[config.mk]
export PLATFORM = sky130hd
export DESIGN_NAME = mux3ne1_reg
export DESIGN_NICKNAME = d
export VERILOG_FILES = /design/src/rtl/mux3ne1_reg.sv
export SDC_FILE = /design/constraint.sdc
export NUM_CORES = 1
export LEC_CHECK = 0
export ABC_AREA = 1
export CAP_MARGIN = 20
export CORE_ASPECT_RATIO = 0.9
export CORE_MARGIN = 2
export CORE_UTILIZATION = 32
export DETAILED_ROUTE_END_ITERATION = 10
export GPL_ROUTABILITY_DRIVEN = 0
export PLACE_DENSITY = 0.9
export SLEW_MARGIN = 10
export SYNTH_ARGS = -nofsm -noshare
export SYNTH_HDL_FRONTEND = slang
export SYNTH_SLANG_ARGS = --single-unit
[constraint.sdc]
create_clock -name Clock -period 1 [get_ports Clock]
set_input_delay 0.1 -clock Clock [delete_from_list [all_inputs] [get_ports Clock]]
set_output_delay 0.1 -clock Clock [all_outputs]
set_load 0.02 [all_outputs]
[src/rtl/mux3ne1_reg.sv]
// mux3ne1_reg: registered 3-to-1 word mux with illegal-select error flag
module mux3ne1_reg #(
  parameter int WIDTH = 16
) (
  input  logic             Clock,
  input  logic             Reset,
  input  logic [WIDTH-1:0] Hyrja0,
  input  logic [WIDTH-1:0] Hyrja1,
  input  logic [WIDTH-1:0] Hyrja2,
  input  logic [2:0]       S,
  output logic [WIDTH-1:0] Dalja,
  output logic             Gabim
);
  logic [WIDTH-1:0] sel;
  logic             err;
  always_comb begin
    sel = S == 3'd0 ? Hyrja0 :
          S == 3'd1 ? Hyrja1 :
          S == 3'd2 ? Hyrja2 : '0;
    err = S > 3'd2;
  end
  always_ff @(posedge Clock) begin
    if (Reset) begin
      Dalja <= '0;
      Gabim <= 1'b0;
    end else begin
      Dalja <= sel;
      Gabim <= err;
    end
  end
endmodule

==> summary.md, run 1 <==
| Metric | Value |
|---|---|
| H-Tree Depth | `1` |
| Pwr Density | `approximately 980 nW/um^2` |
| Wire length per cell | `12.1 um` |
| CTS Buffer Depth | `2` |
| Final Setup Violations | `0` |
| Port-buffer cells | `69` |
| CTS Hold Bufs | `0` |
| Worst Tran Pin Value | `about 0.4 ns` |
| Req. time, crit path | `0.90 ns` |
| Yosys cell types | `15` |
| Clk root buf | `clkbuf_4` |
| Met2 wire len | `1460 um` |
| RSZ-0062 raised after global routing | `false` |
| CP Depth | `1` |
| Met1 Routed Length | `between 1000 and 1500 um` |
| Max cap viols | `0` |
| Post-Synthesis Cells | `roughly 130` |
| CTS tree | `built` |
| Num ports | `70` |
| Via density | `4.48` |
| Routed Wire Length | `between 2000 and 3000 um` |
| Final hold vios | `0` |
| Worst vdd ir | `~0.00060 V` |
| Sink Count | `17` |
| Final TNS setup | `0 ns` |
| Clock-pin slew on the worst setup and hold paths | `approximately 0.1 ns` |
| Setup crit end | `Dalja[5]` |
| Worst-path cell chain | `clkdlybuf4s15_2` |
| Die X | `about 58 um` |
| # DRC | `0` |
| Critical path's top delay family | `flip-flops` |
| Largest stage delay, worst path | `approximately 0.33 ns` |
| Worst hold path type | `input pin to flip-flop` |
| Max-slew headroom | `between 70% and 80%` |
| Gr ovfl total | `0` |
| Crit path launch | `Dalja[5]` |
| Layout cells sized above 1 | `~16%` |
| Starting DRT DRC Count | `13` |
| Met3 routed WL | `approximately 120 um` |
| Setup ws final | `just under 0.03 ns` |
| Max-slew violation count | `0` |
| Initial antenna violation count | `0` |
| Synthesized flop and latch total | `17` |
| Net count after synthesis | `180` |
| Core area | `~2500 sq um` |
| Mean Syn Cell Area | `6.67 sq um` |
| Vias | `slightly above 1000` |
| YS warnings | `0` |
| Most frequent cells in the layout | `clkdlybuf4s50_1, nand2_1, inv_1, dfxtp_1, o21ai_0` |
| Status | `completed` |
| Crit path kind | `flip-flop to primary output` |
| Routed Antenna Nets | `0` |
| Tot GR Track Use | `between 10% and 20%` |
| CP Buf/Inv Count | `1` |
| Net count reported at finish | `~260` |
| Critical path's slowest cell | `dfxtp_1` |
| Row Count | `17` |
| Starting Density | `34.0%` |
| First-pass GRT wire length | `approximately 4400 um` |
| Fmax | `1.03 GHz` |
| LEAKAGE | `~0.74 nW` |
| HPWL Detailed | `between 2000 and 2500 um` |
| Synthesized cell area | `approximately 850 sq um` |
| Pin count of the biggest net entering global routing | `18` |
| WP data arrival | `about 0.87 ns` |
| Final period utilization | `slightly below 100%` |
| Die Span Y | `52.8 um` |
| Most common cell after layout, fill and taps aside | `clkdlybuf4s50_1` |
| CP Capture Type | `primary output` |
| Final min period | `roughly 0.97 ns` |
| Startpoint types | `flip-flop` |
| Hold Startpoint | `Reset` |
| Ant. Diodes | `0` |
| Place WS | `-0.381 ns` |
| Max Fanout on Critical Path | `1` |
| Layout area overhead | `90.5%` |
| Vias in the first global route | `around 1000` |
| Sequential share of the synthesized area | `between 40 and 50%` |
| Full die area | `3080 sq um` |
| Total iterations of the first detailed-routing run | `4` |
| Uppermost routed layer | `met4` |
| Num CTS Buffers | `3` |
[per-stage QoR]
stage	cell area, sq um	util, %	instances	total power, mW	hold WS (ns)
final	1610	64.9	230	1.59	0.172
after global routing	1610	64.9	230	1.67	0.194
after CTS	1640	65.8	229	1.61	0.244
after detailed placement	1560	62.8	223	1.24	0.693
after global placement	1560	62.8	223	1.23	0.692
after floorplan	847	-	127	0.928	0.178
[cell families after synthesis]
group,Yosys count,synth area share [%]
AND/OR/NAND/NOR,54,27.6
buffers and inverters,25,13.6
flip-flops,17,40.2
AO/OA/AOI/OAI,31,18.6
[sequential cells by signal, summed over array words and instances, names as in the netlist]
signal / cells
Dalja: 16
Gabim: 1
[worst min-delay path by stage]
stage             to  slack, ns  depth (start not counted)
2_1_floorplan  Gabim       0.18                          1
3_3_place_gp   Gabim       0.69                          2
3_5_place_dp   Gabim       0.69                          2
4_1_cts        Gabim       0.24                          3
5_1_grt        Gabim       0.19                          2
6_report       Gabim       0.17                          2
[per-layer routing]
layer,up-vias,track usage [%]
met5,-,0
met4,0,11.2
met3,8,1.73
met2,37,38.1
met1,443,20.3
li1,543,-
[synthesized netlist by cell type (all sizes together)]
cell	n	area share, %
a211oi	1	0.89
buf	5	4.7
dfxtp	17	40
inv	20	8.9
nand2	34	17
nand3	3	1.8
nor2	17	9.3
o21ai	30	18
[final cells by class]
cell class	count	area, sq um
fill	232	875
sequential	17	340
timing repair buffer	74	728
clock buffer	4	26.3
inverter	20	78.8
tap	28	35.0
timing repair inverter	1	7.51
multi-input combinational	86	398
[power breakdown]
part / switching [mW] / internal [mW]
clock: 0.211 / 0.155
combinational: 0.211 / 0.285
sequential: 0.00957 / 0.715
[what timing repair did]
item | CTS | global route
resized for setup | 53 | 11
pin swaps | 1 | 0
buffers inserted | 1 | 0
setup endpoints to repair | 33 | 22
cloned | 1 | 1
hold endpoints to repair | 0 | 0
Note: power is estimated with default switching activity, not from simulation.
==> run 2, diff against run 1 <==
--- a/config.mk
+++ b/config.mk
@@ -12,7 +12,7 @@
 export CORE_UTILIZATION = 32
 export DETAILED_ROUTE_END_ITERATION = 10
 export GPL_ROUTABILITY_DRIVEN = 0
-export PLACE_DENSITY = 0.9
+export PLACE_DENSITY = 0.89
 export SLEW_MARGIN = 10
 export SYNTH_ARGS = -nofsm -noshare
 export SYNTH_HDL_FRONTEND = slang
==> run 2 against run 1 <==
Flip-flop and latch count unchanged. Sequential power hardly changed. Total power shrank 0.59%. Critical endpoint is now Gabim.
==> summary.md, run 2 (synthesis results as in run 1) <==
| Metric | Value |
|---|---|
| Final hold vios | `0` |
| Final Setup Violations | `0` |
| Crit path kind | `flip-flop to primary output` |
| Power, Total | `about 1.6 mW` |
| Critical path's top delay family | `flip-flops` |
| RSZ-0062 raised after global routing | `false` |
| Max Fanout on Critical Path | `1` |
| Full die area | `3080 sq um` |
| Worst Tran Pin Value | `approximately 0.27 ns` |
| Max-slew headroom | `about four fifths` |
| Total iterations of the first detailed-routing run | `4` |
| Critical path's slowest cell | `dfxtp_1` |
| Uppermost routed layer | `met4` |
| Num CTS Buffers | `3` |
| Startpoint types | `flip-flop` |
| # DRC | `0` |
| Via density | `about 4.4` |
| Most frequent cells in the layout | `clkdlybuf4s50_1, nand2_1, inv_1, dfxtp_1, o21ai_0` |
| Crit path launch | `Gabim` |
| Top reg by flops | `Dalja` |
| Status | `completed` |
| Starting Density | `34.0%` |
| CTS tree | `built` |
| Clock power frac | `between 20% and 30%` |
| Met1 Routed Length | `approximately 1200 um` |
| Placed Cells | `about 220` |
| Final core occ | `between 60% and 70%` |
| Die X | `between 50 and 60 um` |
| Hold Startpoint | `Reset` |
| Final instance area | `roughly 1600 sq um` |
| Net count reported at finish | `255` |
| H-Tree Depth | `1` |
| Worst hold path type | `input pin to flip-flop` |
| Worst vdd ir | `slightly below 0.0008 V` |
| Req. time, crit path | `0.90 ns` |
| Core area | `between 2000 and 2500 sq um` |
| Vias | `~1000` |
| First-pass GRT wire length | `approximately 4300 um` |
| Dpl cell area | `roughly 1600 sq um` |
| Vias in the first global route | `about 1000` |
| Comb pwr share | `a little under a third` |
| Final TNS setup | `0 ns` |
| Place WS | `-0.388 ns` |
| Pin count of the biggest net entering global routing | `18` |
| Pwr Density | `998 nW/um^2` |
| Gr ovfl total | `0` |
| HPWL Detailed | `a little under 2000 um` |
| Row Count | `17` |
| LEAKAGE | `about 0.74 nW` |
| Met2 wire len | `1320 um` |
| CP Buf/Inv Count | `1` |
| Layout cells sized above 1 | `16.9%` |
| Ant. Diodes | `0` |
| Largest stage delay, worst path | `around 0.32 ns` |
| Switching power | `about 430 uW` |
| Met3 routed WL | `146 um` |
| Die Span Y | `approximately 53 um` |
| Most common cell after layout, fill and taps aside | `clkdlybuf4s50_1` |
| Initial antenna violation count | `0` |
| WP data arrival | `0.87 ns` |
| Sequential power share | `a little under half` |
| Num ports | `70` |
| Non-filler cells, final | `roughly 230` |
| Clock-pin slew on the worst setup and hold paths | `0.10 ns` |
| Fin Hold WS | `around 0.17 ns` |
| Clk root buf | `clkbuf_4` |
| Final period utilization | `a little over nine tenths` |
| Int Pwr | `between 1 and 1.5 mW` |
| CP Capture Type | `primary output` |
| Largest regs | `Dalja (16), Gabim (1)` |
| Setup ws final | `around 0.028 ns` |
| Switching Share | `between 20% and 30%` |
| Final min period | `about 0.97 ns` |
| Tot GR Track Use | `a little under a fifth` |
| Wire length per cell | `between 10 and 15 um` |
| CTS Buffer Depth | `2` |
| Routed Antenna Nets | `0` |
| Routed Wire Length | `approximately 2700 um` |
| Max reg flops | `16` |
| Max-slew violation count | `0` |
| Starting DRT DRC Count | `8` |
| Fmax | `slightly above 1 GHz` |
| Port-buffer cells | `slightly below 70` |
| Max cap viols | `0` |
| Worst-path cell chain | `clkdlybuf4s15_2` |
| Sink Count | `17` |
| Layout area overhead | `86.4%` |
==> run 2: power groups by stage <==
stage                     Clock [mW]  Sequential (mW)  Combinational, mW
after floorplan                    0            0.789              0.139
after global placement             0            0.739              0.487
after detailed placement           0            0.740              0.494
after CTS                      0.379            0.724              0.495
after global routing           0.401            0.726              0.534
final                          0.369            0.723              0.484
==> run 2: layer usage <==
layer,track usage [%],vias to the layer above
met1,21.0,437
li1,-,543
met3,2.47,4
met2,34.8,31
met4,8.53,0
met5,0,-
==> run 2: worst paths after layout <==
check	to	slack, ns	depth (start not counted)
worst max-delay path	Gabim	0.03	1
worst min-delay path	Gabim	0.17	2
==> run 2: cell type report <==
| cell class | instances | area [sq um] |
|---|---|---|
| Timing Repair inverter | 2 | 15.0 |
| Timing Repair Buffer | 73 | 688 |
| Sequential cell | 17 | 340 |
| Fill cell | 233 | 910 |
| Inverter | 20 | 82.6 |
| Clock buffer | 4 | 26.3 |
| Tap cell | 28 | 35.0 |
| Multi-Input combinational cell | 85 | 392 |
==> run 2: timing repair <==
item / in CTS / in global routing
setup buffers: 1 / 0
cloned: 1 / 1
pin swaps: 2 / 1
hold buffers: 0 / 0
setup endpoints to repair: 32 / 27
resized for setup: 48 / 19
